**src/rtl/mult_div_sequencer.sv**
```systemverilog
// Iterative multiply/divide unit: shift-add multiply and restoring divide over a
// shared 2*WIDTH accumulator, with sign handling by magnitude conversion and post-fix.
module mult_div_sequencer #(
  parameter int WIDTH = 32
) (
  input  logic             CLK,
  input  logic             RST,
  input  logic             mult_start,
  input  logic             div_start,
  input  logic             is_signed,
  input  logic [WIDTH-1:0] op_a,
  input  logic [WIDTH-1:0] op_b,
  output logic [WIDTH-1:0] hi_out,
  output logic [WIDTH-1:0] lo_out,
  output logic             mult_div_done,
  output logic             busy,
  output logic             div_by_zero
);

  localparam int CW = $clog2(WIDTH + 1);

  typedef enum logic [2:0] {S_IDLE, S_PREP, S_ITER, S_FIX, S_DONE} state_t;

  state_t               r_state;
  state_t               w_next;
  logic                 r_is_mul;
  logic                 r_signed;
  logic                 r_sign_a;
  logic                 r_sign_b;
  logic [WIDTH-1:0]     r_a;
  logic [WIDTH-1:0]     r_b;
  logic [2*WIDTH-1:0]   r_acc;
  logic [CW-1:0]        r_cnt;

  logic                 w_accept;
  logic                 w_div0;
  logic                 w_sa;
  logic                 w_sb;
  logic [WIDTH-1:0]     w_mag_a;
  logic [WIDTH-1:0]     w_mag_b;
  logic [WIDTH:0]       w_msum;
  logic [WIDTH:0]       w_rsh;
  logic                 w_ge;
  logic [WIDTH-1:0]     w_rdiff;
  logic [2*WIDTH-1:0]   w_prod;
  logic [WIDTH-1:0]     w_quo;
  logic [WIDTH-1:0]     w_rem;

  function automatic logic [WIDTH-1:0] f_neg(input logic signed [WIDTH-1:0] x);
    return -x;
  endfunction

  function automatic logic [2*WIDTH-1:0] f_neg2(input logic signed [2*WIDTH-1:0] x);
    return -x;
  endfunction

  assign w_accept = (r_state == S_IDLE) && (mult_start || div_start);
  assign w_div0   = !r_is_mul && (r_b == '0);
  assign w_sa     = r_signed & r_a[WIDTH-1];
  assign w_sb     = r_signed & r_b[WIDTH-1];
  assign w_mag_a  = w_sa ? f_neg(r_a) : r_a;
  assign w_mag_b  = w_sb ? f_neg(r_b) : r_b;

  // Multiply step keeps the carry out of the upper-half add for the right shift.
  assign w_msum   = {1'b0, r_acc[2*WIDTH-1:WIDTH]} + (r_acc[0] ? {1'b0, r_b} : '0);
  // Divide step compares the shifted partial remainder including the bit shifted out.
  assign w_rsh    = r_acc[2*WIDTH-1:WIDTH-1];
  assign w_ge     = w_rsh >= {1'b0, r_b};
  assign w_rdiff  = w_rsh[WIDTH-1:0] - r_b;

  assign w_prod   = (r_sign_a ^ r_sign_b) ? f_neg2(r_acc) : r_acc;
  assign w_quo    = (r_sign_a ^ r_sign_b) ? f_neg(r_acc[WIDTH-1:0]) : r_acc[WIDTH-1:0];
  assign w_rem    = r_sign_a ? f_neg(r_acc[2*WIDTH-1:WIDTH]) : r_acc[2*WIDTH-1:WIDTH];

  always_ff @(posedge CLK or negedge RST) begin
    if (!RST) r_state <= S_IDLE;
    else      r_state <= w_next;
  end

  always_comb begin
    w_next = r_state;
    case (r_state)
      S_IDLE:  if (w_accept) w_next = S_PREP;
      S_PREP:  w_next = w_div0 ? S_DONE : S_ITER;
      S_ITER:  if (r_cnt == CW'(1)) w_next = S_FIX;
      S_FIX:   w_next = S_DONE;
      S_DONE:  w_next = S_IDLE;
      default: w_next = S_IDLE;
    endcase
  end

  always_comb begin
    mult_div_done = (r_state == S_DONE);
    busy          = (r_state != S_IDLE);
  end

  always_ff @(posedge CLK or negedge RST) begin
    if (!RST) begin
      r_is_mul    <= 1'b0;
      r_signed    <= 1'b0;
      r_sign_a    <= 1'b0;
      r_sign_b    <= 1'b0;
      r_a         <= '0;
      r_b         <= '0;
      r_acc       <= '0;
      r_cnt       <= '0;
      hi_out      <= '0;
      lo_out      <= '0;
      div_by_zero <= 1'b0;
    end else begin
      case (r_state)
        S_IDLE: begin
          if (w_accept) begin
            r_is_mul    <= mult_start;
            r_signed    <= is_signed;
            r_a         <= op_a;
            r_b         <= op_b;
            div_by_zero <= 1'b0;
          end
        end
        S_PREP: begin
          r_sign_a <= w_sa;
          r_sign_b <= w_sb;
          r_a      <= w_mag_a;
          r_b      <= w_mag_b;
          r_acc    <= {{WIDTH{1'b0}}, w_mag_a};
          r_cnt    <= CW'(WIDTH);
          if (w_div0) begin
            hi_out      <= r_a;
            lo_out      <= '1;
            div_by_zero <= 1'b1;
          end
        end
        S_ITER: begin
          r_cnt <= r_cnt - CW'(1);
          if (r_is_mul) r_acc <= {w_msum, r_acc[WIDTH-1:1]};
          else          r_acc <= {(w_ge ? w_rdiff : w_rsh[WIDTH-1:0]), r_acc[WIDTH-2:0], w_ge};
        end
        S_FIX: begin
          if (r_is_mul) begin
            hi_out <= w_prod[2*WIDTH-1:WIDTH];
            lo_out <= w_prod[WIDTH-1:0];
          end else begin
            hi_out <= w_rem;
            lo_out <= w_quo;
          end
        end
        default: ;
      endcase
    end
  end

endmodule

```
**config.mk**
```make
export PLATFORM = sky130hd
export DESIGN_NAME = mult_div_sequencer
export DESIGN_NICKNAME = d
export VERILOG_FILES = /design/src/rtl/mult_div_sequencer.sv
export SDC_FILE = /design/constraint.sdc
export NUM_CORES = 1
export LEC_CHECK = 0
export ABC_CLOCK_PERIOD_IN_PS = 4000
export BUFFER_PORTS_ARGS = -buffer_cell sky130_fd_sc_hd__buf_4
export CAP_MARGIN = 5
export CELL_PAD_IN_SITES_DETAIL_PLACEMENT = 2
export CELL_PAD_IN_SITES_GLOBAL_PLACEMENT = 2
export CORE_MARGIN = 3
export CORE_UTILIZATION = 30
export CTS_BUF_LIST = sky130_fd_sc_hd__clkbuf_8
export DETAILED_ROUTE_END_ITERATION = 8
export PLACE_DENSITY_LB_ADDON = 0.1
export SLEW_MARGIN = 20
export SYNTH_ARGS = -nofsm -noshare
export SYNTH_HDL_FRONTEND = slang
export SYNTH_SLANG_ARGS = --single-unit
```
**constraint.sdc**
```tcl
create_clock -name CLK -period 4 [get_ports CLK]
set_clock_uncertainty 0.2 [all_clocks]
set_input_delay 0.8 -clock CLK [delete_from_list [all_inputs] [get_ports CLK]]
set_output_delay 0.8 -clock CLK [all_outputs]
set_load 0.01 [all_outputs]
```
After elaboration in Yosys (flattened, before gate mapping). Index checks and enable logic that the tools add are counted.

Register bits after elaboration: 206. Bits in latches: 0. Memory bits (writable): 0. Bits in read-only memories: 0. Bits of input ports: 69. Output and inout bits: 67. Word-level logic and storage cells: 76. Memories kept: 0.

Add/sub/neg operators: 8. $mul: 0. Divide/modulo/power cells: 0. Order comparisons: 1. Eq/ne operators: 9. Shift operators: 0. Mux-type cells: 27. Bitwise operators: 3. Reduce and logical (&&, ||, !) cells: 16.

Operators by type and width (count): $mux W32 (12); $pmux W32 S2 (4); $mux W64 (2); $neg A32 Y32 (4); $pmux W64 S2 (1); $neg A64 Y64 (1); $add A32 B32 Y33 (1); $ge A33 B32 Y1 (1); $logic_not A32 Y1 (1); $sub A32 B32 Y32 (1); $pmux W3 S4 (1); $pmux W6 S2 (1); $mux W3 (3); $ne A2 B2 Y1 const B (4); $reduce_and A2 Y1 (4); $eq A3 B2 Y1 const B (2); $eq A6 B1 Y1 const B (1); $reduce_and A3 Y1 (2); $reduce_bool A2 Y1 (3); $sub A6 B1 Y6 const B (1); $eq A3 B1 Y1 const B (1); $eq A3 B3 Y1 const B (1); $logic_not A3 Y1 (1); $reduce_bool A3 Y1 (1); 7 further kinds (10).

Depth between registers and ports, before layout. Gate-level depths: netlist of run 1.

Depth in word-level cells: 4. Gate-level depth with buffers: 16. Depth with buffers taken out: 15.

Worst setup path after synthesis of run 1. OpenSTA, ideal clock, no wires.

Kind: reg-to-reg. Start point: register r_acc[0]. End point: register r_acc[53]. Library setup time: 126 ps. Arrival time: 3135 ps. Required time: 3674 ps. Slack: 539 ps. Cell stages (with the launch flop): 17. Period minus slack after synthesis: 3461 ps. Path through: dfrtp_1 -> inv_1 -> buf_1 -> nor2_1 -> ha_1 -> inv_1 -> fa_1 -> nor2b_1 -> o21ai_0 -> a21boi_0 -> o211a_1 -> and3_1 -> o41ai_1 -> nor3_1 -> nor2_1 -> xnor2_1 -> a221o_1.

Longest elaborated chain between the ends: 4.

RTL lines: start, declared (RTL line 32) `logic [2*WIDTH-1:0] r_acc;`; start signal, assigned (RTL line 126) `r_acc <= {{WIDTH{1'b0}}, w_mag_a};`; start signal, assigned (RTL line 136) `if (r_is_mul) r_acc <= {w_msum, r_acc[WIDTH-1:1]};`; start signal, assigned (RTL line 137) `else r_acc <= {(w_ge ? w_rdiff : w_rsh[WIDTH-1:0]), r_acc[WIDTH-2:0], w_ge};`; $mux W32 (RTL line 65) `assign w_msum = {1'b0, r_acc[2*WIDTH-1:WIDTH]} + (r_acc[0] ? {1'b0, r_b} : '0);`; $add A32 B32 Y33 (RTL line 65); $mux W64 (RTL line 136); $pmux W64 S2 (RTL line 111) `case (r_state)`.

Every way passes these cells. A chain may end at the register's enable or synchronous reset.

Final worst setup path of run 1.
Start point: register r_acc[0]. End point: register r_acc[56].

The elaborated chain is that of the path after synthesis.

==> flow_summary.json, run 1 <==
{
  "drt_iter0_markers": 891,
  "cts_max_path_buffers": 3,
  "num_vias": 15780,
  "yosys_most_used_dff": "dfrtp_1",
  "syn_to_final_growth_pct": 20.52,
  "routed_wl_um": 71550,
  "tns_ns": 0,
  "nNetsFinal": 2198,
  "r2r_cells": 16,
  "firstDrtPassIters": 5,
  "grt_start_max_net_pins": 83,
  "drive_gt1_frac": 0.1599,
  "syn_inst": 1893,
  "cts_setup_buffers": 0,
  "antennaDiodeCount": 0,
  "synth_area_per_cell_um2": 8.208,
  "fin_crit_sh": 0.9397,
  "ys_ff_latch": 206,
  "period_needed_ns": 3.759,
  "cts_tree": "built",
  "yosysSeqAreaShare": 0.3317,
  "port_buffers": 135,
  "grt_pass1_vias": 16950,
  "max_freq_mhz": 266.1,
  "powerDensity_nw_per_um2": 1048,
  "max_slew.worst_pin.slew_ns": 1.001,
  "cts-hold-fix-buffers": 0,
  "rsz0062_at_grt": "false",
  "async_flop_share": 1.000,
  "max-vdd-ir-drop_mv": 0.2863,
  "gr-total-overflow": 0,
  "num_io_pins": 136,
  "synth.distinct_cells": 78,
  "cp_cell_sequence": "inv_1, buf_12, nor2_1, ha_1, a21oi_1, o21ai_0, a21bo_2, a31oi_1, buf_4, o21ai_0, buf_4, a2111oi_0, nor3_1, xnor2_1, nand2_1, a32o_1",
  "worstPathMaxFanout": 18,
  "yosysWarnings": 0,
  "hold_path_class": "input pin to asynchronous set/reset pin",
  "rrSetupSlack_ns": 0.24,
  "cts_num_sinks": 206,
  "crit-reg2reg-launch": "r_acc[0]$_DFFE_PN0P_",
  "design.core.area_um2": 50680,
  "cp_slowest_cell": "a2111oi_0",
  "synth_top_area_share": 0.3317,
  "grt_pass1_wl_um": 108000,
  "cp.arrival_ns": 4.04,
  "drcViolationCount": 0,
  "maxSlewViolCount": 0,
  "clockRootBuffer": "clkbuf_8",
  "place_hpwl_um": 54610,
  "slowest_delay_ns": 0.43,
  "grt_use_total": 0.2602,
  "regToRegEndpoint": "r_acc[56]$_DFFE_PN0P_",
  "leakagePower_nw": 8.280,
  "violations": "hold timing",
  "cp.required_ns": 4.28,
  "htreeDepth": 2,
  "rows": 82,
  "status": "finished with violations",
  "netlist_area_um2": 15540,
  "critPathKind": "register to register",
  "drt-vias-per-instance": 5.716,
  "cap_violations": 0,
  "dieHeight_um": 233.6,
  "holdWs_ns": -0.006459,
  "critPathLaunchType": "register",
  "relSlewSlack": 0.3319,
  "syn_nets": 2034,
  "hold_viol": 5,
  "wl_per_cell_um": 25.91,
  "setup_viol": 0,
  "final_util": 0.3695,
  "clk_pin_slew_ns": 0.06,
  "ant_nets": 0,
  "yosysTopAreaCell": "dfrtp_1",
  "antenna_found_initial": 2,
  "synth_edf_count": 0,
  "die-area_um2": 54560,
  "end_kind": "register",
  "start_util": 0.3066,
  "cts_buffers": 43,
  "clkLatencyLatePin_ns": 0.62,
  "yosys-top-cells-area": "dfrtp_1 33%, o21ai_0 6.2%, ha_1 5.6%, nand2_1 4.6%, xnor2_1 4.3%",
  "die_x_um": 233.6,
  "gp_congestion": 0.8797
}
[metal layers]
metal,wire length [um],vias up,part of all wire,GRT usage
met3,2303,141,0.032,0.02780
met1,29940,8020,0.42,0.3159
met2,35060,325,0.49,0.4511
met4,4227,4,0.059,0.1400
met5,23,-,0.00032,0
li1,-,7291,-,-
[logic make-up after synthesis]
family,after synthesis,synth area share
AOI/OAI and AO/OA,611,0.2545
xor gates and xnor gates,145,0.08173
adders and majority gates,72,0.05894
buffers and inverters,193,0.04944
DFF,206,0.3317
muxes,55,0.03559
and+or+nand+nor,611,0.1881
[layout by cell type (no fill, tap or decap), types with 7 or more instances in the layout]
cell / synthesis / routed
a211oi_1: 21 / 21
a21o_1: 27 / 27
a21oi_1: 131 / 130
a221o_1: 43 / 43
a222oi_1: 11 / 11
a22oi_1: 27 / 27
a31oi_1: 21 / 21
and2_1: 10 / 10
and3_1: 17 / 17
buf_12: 1 / 7
buf_4: 4 / 226
clkbuf_8: 0 / 53
dfrtp_1: 206 / 205
ha_1: 70 / 70
inv_1: 77 / 93
mux2i_1: 53 / 53
nand2_1: 191 / 191
nand2b_1: 7 / 7
nand3_1: 47 / 47
nand4_1: 11 / 11
nor2_1: 154 / 151
nor2b_1: 12 / 12
nor3_1: 82 / 81
nor4_1: 19 / 19
o211ai_1: 17 / 17
o21a_1: 11 / 11
o21ai_0: 193 / 190
o21ai_1: 13 / 16
o221ai_1: 20 / 20
o31ai_1: 16 / 16
o41ai_1: 14 / 14
or3_1: 19 / 18
xnor2_1: 77 / 77
xor2_1: 68 / 67
[power breakdown]
part | internal, W | switching (W)
Clock | 0.00126 | 0.00108
Combinational | 0.00490 | 0.00781
Sequential | 0.00308 | 0.00149
[through the flow]
stage	instance area (um^2)	total power, W	hold slack [ns]	setup WS [ns]	cells
after floorplan	15540	0.01192	0.2469	0.5388	1893
after global placement	17800	0.01683	0.2669	0.2815	2683
after detailed placement	17800	0.01721	0.2802	0.07261	2683
after CTS	18670	0.01969	0.005614	0.03707	2760
after global routing	18730	0.02119	0.02085	0.01743	2761
final	18730	0.01963	-0.006459	0.2414	2761
[registers in the layout, indices dropped and copies added, names as in the netlist]
| name | cells |
|---|---|
| div_by_zero | 1 |
| r_cnt | 6 |
| r_sign_b | 1 |
| lo_out | 32 |
| r_sign_a | 1 |
| r_a | 32 |
| hi_out | 32 |
| r_is_mul | 1 |
| r_signed | 1 |
| r_state | 3 |
| r_acc | 64 |
| r_b | 32 |
[timing repair]
item | CTS | global route
setup endpoints to repair | 0 | 6
gates resized for setup | 0 | 9
endpoints found under the hold margin | 0 | 0
[synth_stat cells (all sizes together) (17+ instances only)]
cell type,count
o21ai,206
xnor2,77
a221o,43
clkbuf,97
a21oi,132
dfrtp,206
and3,17
nor2,154
ha,70
a22oi,27
buf,19
mux2i,53
or3,19
inv,77
o211ai,17
nand3,47
a21o,27
o221ai,20
nand2,191
xor2,68
a211oi,21
nor4,21
nor3,85
a31oi,21
[area by class of cell]
cell class	count	area (um^2)
Clock buffer	53	729.5
Clock inverter	24	135.1
Multi-Input combinational cell	1494	9697
Tap cell	672	840.8
Timing Repair Buffer	235	1879
Inverter	77	289.0
Fill cell	5841	31960
Sequential cell	206	5156
[worst max-delay path, delay by kind of cell, from the launching register on]
| kind | cells | cell delay [ns] |
|---|---|---|
| adder cells (fa/ha/maj) | 1 | 0.35 |
| XOR/XNOR | 1 | 0.24 |
| buffers and inverters | 4 | 0.63 |
| AO/OA/AOI/OAI | 7 | 1.47 |
| flip-flops | 1 | 0.40 |
| AND/OR/NAND/NOR | 3 | 0.29 |
[worst max path at each step]
stage	startpoint	depth (start not counted)	end	slack (ns)
floorplan	r_acc[0]$_DFFE_PN0P_	16	r_acc[53]$_DFFE_PN0P_	0.54
global placement	r_acc[31]$_DFFE_PN0P_	13	r_acc[62]$_DFFE_PN0P_	0.28
detailed placement	r_acc[31]$_DFFE_PN0P_	13	r_acc[62]$_DFFE_PN0P_	0.07
CTS	r_acc[31]$_DFFE_PN0P_	13	r_acc[62]$_DFFE_PN0P_	0.04
global route	r_acc[0]$_DFFE_PN0P_	18	r_acc[53]$_DFFE_PN0P_	0.02
finish	r_acc[0]$_DFFE_PN0P_	16	r_acc[56]$_DFFE_PN0P_	0.24
(Power assumes the default switching activity.)
==> run 2: changes to the inputs <==
--- a/config.mk
+++ b/config.mk
@@ -5,15 +5,15 @@
 export SDC_FILE = /design/constraint.sdc
 export NUM_CORES = 1
 export LEC_CHECK = 0
-export ABC_CLOCK_PERIOD_IN_PS = 4000
-export BUFFER_PORTS_ARGS = -buffer_cell sky130_fd_sc_hd__buf_4
+export ABC_CLOCK_PERIOD_IN_PS = 4790
 export CAP_MARGIN = 5
 export CELL_PAD_IN_SITES_DETAIL_PLACEMENT = 2
 export CELL_PAD_IN_SITES_GLOBAL_PLACEMENT = 2
 export CORE_MARGIN = 3
-export CORE_UTILIZATION = 30
+export CORE_UTILIZATION = 25
 export CTS_BUF_LIST = sky130_fd_sc_hd__clkbuf_8
 export DETAILED_ROUTE_END_ITERATION = 8
+export DONT_BUFFER_PORTS = 1
 export PLACE_DENSITY_LB_ADDON = 0.1
 export SLEW_MARGIN = 20
 export SYNTH_ARGS = -nofsm -noshare
==> constraint.sdc (replaced) <==
create_clock -name CLK -period 4.79 [get_ports CLK]
set_clock_uncertainty 0.2 [all_clocks]
set_input_delay 0.958 -clock CLK [delete_from_list [all_inputs] [get_ports CLK]]
set_output_delay 0.958 -clock CLK [all_outputs]
set_load 0.01 [all_outputs]
==> run 2 against run 1 <==
The flow still finishes with violations (hold timing). Critical path type unchanged. Global-route usage is 3.7 points lower. Largest cell class unchanged. Largest power group unchanged. Maximum frequency is 10% lower. Flip-flop and latch count stayed put. First-iteration DRC count is 5.3% lower. Highest routed layer is now met4. Cell area is 6.7% lower. Power is 20% lower. Hold slack worse by 0.16 ns. Core utilization is 8.3 points lower. Wire length is 3.9% higher. Critical path depth is 2 lower.
==> flow_summary.json, run 2 (synthesis gave the netlist of run 1 again) <==
{
  "final_common_cell": "dfrtp_1",
  "gr-total-overflow": 0,
  "wl_per_cell_um": 27.14,
  "port_buffers": 0,
  "cts_tree": "built",
  "design.core.area_um2": 60920,
  "cts_resized": 0,
  "regToRegEndpoint": "r_acc[63]$_DFFE_PN0P_",
  "tns_ns": 0,
  "nNetsFinal": 2018,
  "clockRootBuffer": "clkbuf_8",
  "grt_start_max_net_pins": 207,
  "violations": "hold timing",
  "mostFrequentLayoutCells": "205 x dfrtp_1, 191 x o21ai_0, 190 x nand2_1",
  "cp.arrival_ns": 4.49,
  "htreeDepth": 2,
  "die-area_um2": 65180,
  "gp_congestion": 0.8209,
  "grt_pass1_wl_um": 110800,
  "hold_path_class": "input pin to asynchronous set/reset pin",
  "grt_use_total": 0.2228,
  "clk_pin_slew_ns": 0.06,
  "die_x_um": 255.3,
  "drcViolationCount": 0,
  "rows": 90,
  "largest_register_ffs": 64,
  "cts_setup_buffers": 0,
  "drt-vias-per-instance": 5.510,
  "regMostFlops": "r_acc",
  "cts_buffers": 45,
  "cp.required_ns": 5.09,
  "end_kind": "register",
  "rrSetupSlack_ns": 0.59,
  "relSlewSlack": 0.2878,
  "crit-reg2reg-launch": "r_acc[0]$_DFFE_PN0P_",
  "drt_iter0_markers": 844,
  "dieHeight_um": 255.3,
  "place_hpwl_um": 55820,
  "grt_pass1_vias": 16500,
  "total_power_w": 0.01570,
  "setup_viol": 0,
  "syn_to_final_growth_pct": 12.46,
  "max_freq_mhz": 238.3,
  "status": "finished with violations",
  "antenna_found_initial": 3,
  "leakagePower_nw": 7.357,
  "powerDensity_nw_per_um2": 898.6,
  "holdWs_ns": -0.1683,
  "critPathLaunchType": "register",
  "cts_num_sinks": 206,
  "start_util": 0.2551,
  "rsz0062_at_grt": "false",
  "critPathKind": "register to register",
  "ant_nets": 0,
  "worstPathMaxFanout": 17,
  "hold_viol": 206,
  "maxSlewViolCount": 0,
  "period_needed_ns": 4.196,
  "num_io_pins": 136,
  "num_vias": 15090,
  "max-vdd-ir-drop_mv": 0.2339,
  "firstDrtPassIters": 5,
  "r2r_cells": 14,
  "drive_gt1_frac": 0.07914,
  "cts_max_path_buffers": 3,
  "clkLatencyLatePin_ns": 0.62,
  "fin_crit_sh": 0.8760,
  "cap_violations": 0,
  "max_slew.worst_pin.slew_ns": 1.061,
  "routed_wl_um": 74350
}
[run 2: cell count changes in the layout (fill, tap and decap cells not counted), moves of 2 or more]
cell        delta
a221oi_1       +2
a221oi_2       -2
buf_12         -7
buf_4        -174
clkbuf_8       +4
clkinv_2       -3
clkinvlp_4     +2
diode_2        +3
o21ai_1        -2
[run 2: worst max path at each step]
stage	from	endpoint	slack (ns)	depth (start not counted)
6_report	r_acc[0]$_DFFE_PN0P_	r_acc[63]$_DFFE_PN0P_	0.59	14
5_1_grt	r_acc[0]$_DFFE_PN0P_	r_acc[62]$_DFFE_PN0P_	0.21	12
3_3_place_gp	r_b[1]$_DFFE_PN0P_	hi_out[31]$_DFFE_PN0P_	0.62	11
4_1_cts	r_acc[0]$_DFFE_PN0P_	r_acc[62]$_DFFE_PN0P_	0.52	12
3_5_place_dp	r_acc[0]$_DFFE_PN0P_	r_acc[62]$_DFFE_PN0P_	0.55	12
2_1_floorplan	r_acc[0]$_DFFE_PN0P_	r_acc[53]$_DFFE_PN0P_	1.33	16
[run 2: critical path, stage by stage, from the launching register on]
cell and delay [ns]:
dfrtp_1 0.45, inv_1 0.57, buf_4 0.36, nor2_1 0.08, ha_1 0.37, a21o_1 0.23
a21oi_1 0.22, o21ai_0 0.15, a21oi_1 0.21, o21ai_0 0.11, a31oi_1 0.32, o21ai_0 0.20
a311o_1 0.39, a22oi_1 0.15, a21oi_1 0.06
[run 2: power by group]
part / switching, W / internal [W]
logic: 0.00610 / 0.00346
registers: 0.00154 / 0.00257
clock network: 0.000920 / 0.00112
[run 2: metal layers]
layer	GRT usage	vias up	routed length, um
met5	0	-	0
li1	-	6941	-
met4	0.09063	0	3067
met2	0.3983	240	37330
met3	0.03248	118	2564
met1	0.2672	7793	31390
[run 2: metrics by stage]
stage                     utilization  cells  instance area [um^2]  setup slack, ns  hold slack, ns
after floorplan                     -   1893                 15540            1.329          0.2469
after global placement         0.2716   2657                 16540           0.6184          0.2695
after detailed placement       0.2718   2658                 16560           0.5541          0.2822
after CTS                      0.2867   2736                 17460           0.5184         -0.2133
after global routing           0.2868   2738                 17470           0.2057         -0.2058
final                          0.2868   2739                 17470           0.5939         -0.1683
[run 2: area by class of cell]
class                           count  area [um^2]
Fill cell                        6981        43450
Antenna cell                        3        7.507
Timing Repair Buffer               53        401.6
Clock inverter                     21        122.6
Tap cell                          828         1036
Multi-Input combinational cell   1494         9677
Clock buffer                       57        784.5
Inverter                           77        289.0
Sequential cell                   206         5156
==> run 3: changes to the inputs <==
--- a/config.mk
+++ b/config.mk
@@ -12,9 +12,10 @@
 export CORE_MARGIN = 3
 export CORE_UTILIZATION = 25
 export CTS_BUF_LIST = sky130_fd_sc_hd__clkbuf_8
+export CTS_CLUSTER_SIZE = 40
 export DETAILED_ROUTE_END_ITERATION = 8
 export DONT_BUFFER_PORTS = 1
-export PLACE_DENSITY_LB_ADDON = 0.1
+export PLACE_DENSITY = 0.66
 export SLEW_MARGIN = 20
 export SYNTH_ARGS = -nofsm -noshare
 export SYNTH_HDL_FRONTEND = slang
==> run 3 against run 2 <==
The flow still finishes with violations (hold timing). Wire length is 7.0% lower. Critical path depth stayed put. Cell area is 0.55% lower. Register-to-register slack hardly changed. Sequential power hardly changed. Hold slack better by 0.0091 ns.
==> flow_summary.json, run 3 (synthesis gave the netlist of run 1 again) <==
{
  "start_util": 0.2551,
  "violations": "hold timing",
  "die-area_um2": 65180,
  "largest_register_ffs": 64,
  "end_kind": "register",
  "crit_path_start": "r_acc[0]$_DFFE_PN0P_",
  "maxSlewViolCount": 0,
  "nNetsFinal": 2013,
  "max_freq_mhz": 237.9,
  "syn_to_final_growth_pct": 11.84,
  "r2r_cells": 14,
  "relSlewSlack": 0.2756,
  "grt_pass1_vias": 16150,
  "port_buffers": 0,
  "holdWs_ns": -0.1591,
  "num_io_pins": 136,
  "regToRegEndpoint": "r_acc[56]$_DFFE_PN0P_",
  "design.core.area_um2": 60920,
  "cts_resized": 0,
  "cts_num_sinks": 206,
  "powerDensity_nw_per_um2": 881.2,
  "drt_iter0_markers": 918,
  "ant_nets": 0,
  "cts_tree": "built",
  "antenna_found_initial": 2,
  "grt_pass1_wl_um": 105000,
  "drcViolationCount": 0,
  "dp_cells": 2657,
  "firstDrtPassIters": 6,
  "rsz0062_at_grt": "false",
  "tns_ns": 0,
  "max_slew.worst_pin.slew_ns": 1.084,
  "grt_use_total": 0.2080,
  "critPathKind": "register to register",
  "max-vdd-ir-drop_mv": 0.2778,
  "cts_max_path_buffers": 3,
  "gp_congestion": 0.9149,
  "cp.required_ns": 5.08,
  "num_vias": 15150,
  "total_power_w": 0.01531,
  "hold_viol": 206,
  "crit-reg2reg-launch": "r_acc[0]$_DFFE_PN0P_",
  "clockRootBuffer": "clkbuf_8",
  "rows": 90,
  "critPathLaunchType": "register",
  "setup_viol": 0,
  "wl_per_cell_um": 25.33,
  "clkLatencyLatePin_ns": 0.62,
  "cts_setup_buffers": 0,
  "cts_buffers": 41,
  "regMostFlops": "r_acc",
  "grt_start_max_net_pins": 207,
  "drt-vias-per-instance": 5.551,
  "cap_violations": 0,
  "layoutNonFillerInstCount": 2730,
  "htreeDepth": 2,
  "dieHeight_um": 255.3,
  "fillers": 7034,
  "leakagePower_nw": 7.307,
  "status": "finished with violations",
  "routed_wl_um": 69160,
  "gr-total-overflow": 0,
  "period_needed_ns": 4.204,
  "mostFrequentLayoutCells": "205 x dfrtp_1, 192 x o21ai_0, 191 x nand2_1",
  "cp.arrival_ns": 4.50,
  "rrSetupSlack_ns": 0.59,
  "worstPathMaxFanout": 17,
  "clk_pin_slew_ns": 0.06,
  "place_hpwl_um": 51790,
  "final_common_cell": "dfrtp_1",
  "fin_crit_sh": 0.8776,
  "drive_gt1_frac": 0.07628,
  "die_x_um": 255.3,
  "hold_path_class": "input pin to asynchronous set/reset pin"
}
==> run 3: layer usage <==
metal  part of all wire  track usage
met1               0.42       0.2583
met2               0.49       0.3602
met3              0.051      0.03783
met4              0.034      0.07423
met5            0.00016            0
==> run 3: area by class of cell <==
| class | instances | area, um^2 | share of cell area |
|---|---|---|---|
| multi-input combinational | 1494 | 9667 | 0.5563 |
| sequential | 206 | 5156 | 0.2967 |
| tap | 828 | 1036 | 0.05962 |
| clock buffer | 53 | 729.5 | 0.04198 |
| timing repair buffer | 52 | 402.9 | 0.02318 |
| inverter | 77 | 289.0 | 0.01663 |
| clock inverter | 19 | 95.09 | 0.005472 |
| antenna | 1 | 2.502 | 0.0001440 |
==> run 3: how the worst max path moves through the flow <==
stage / to
2_1_floorplan: r_acc[53]$_DFFE_PN0P_
3_3_place_gp: r_acc[56]$_DFFE_PN0P_
3_5_place_dp: r_acc[57]$_DFFE_PN0P_
4_1_cts: r_acc[57]$_DFFE_PN0P_
5_1_grt: r_acc[57]$_DFFE_PN0P_
6_report: r_acc[56]$_DFFE_PN0P_
==> run 3: where the power goes <==
group	leakage, nW	switching, W	internal (W)	total [W]
registers	2.54	0.00154	0.00257	0.00410
clock network	0.470	0.000901	0.000992	0.00189
logic	4.29	0.00587	0.00345	0.00932
==> run 3: per-stage QoR <==
step	hold WS (ns)	setup slack (ns)	util	instance area [um^2]
global placement	0.2682	0.7288	0.2717	16550
floorplan	0.2469	1.329	-	15540
detailed placement	0.2982	0.6610	0.2717	16550
CTS	-0.2204	0.6436	0.2852	17380
global route	-0.1924	0.2285	0.2853	17380
finish	-0.1591	0.5861	0.2853	17380
==> run 3: critical path, cell delays in order (launching register included) <==
cell and delay (ns):
dfrtp_1 0.45, inv_1 0.36, buf_4 0.32, nor2_1 0.07
ha_1 0.33, a21oi_1 0.15, o21ai_0 0.14, a21bo_2 0.22
a31oi_1 0.37, o21ai_0 0.36, a2111oi_0 0.45, nor3_1 0.13
xnor2_1 0.18, nand2_1 0.07, a32o_1 0.27
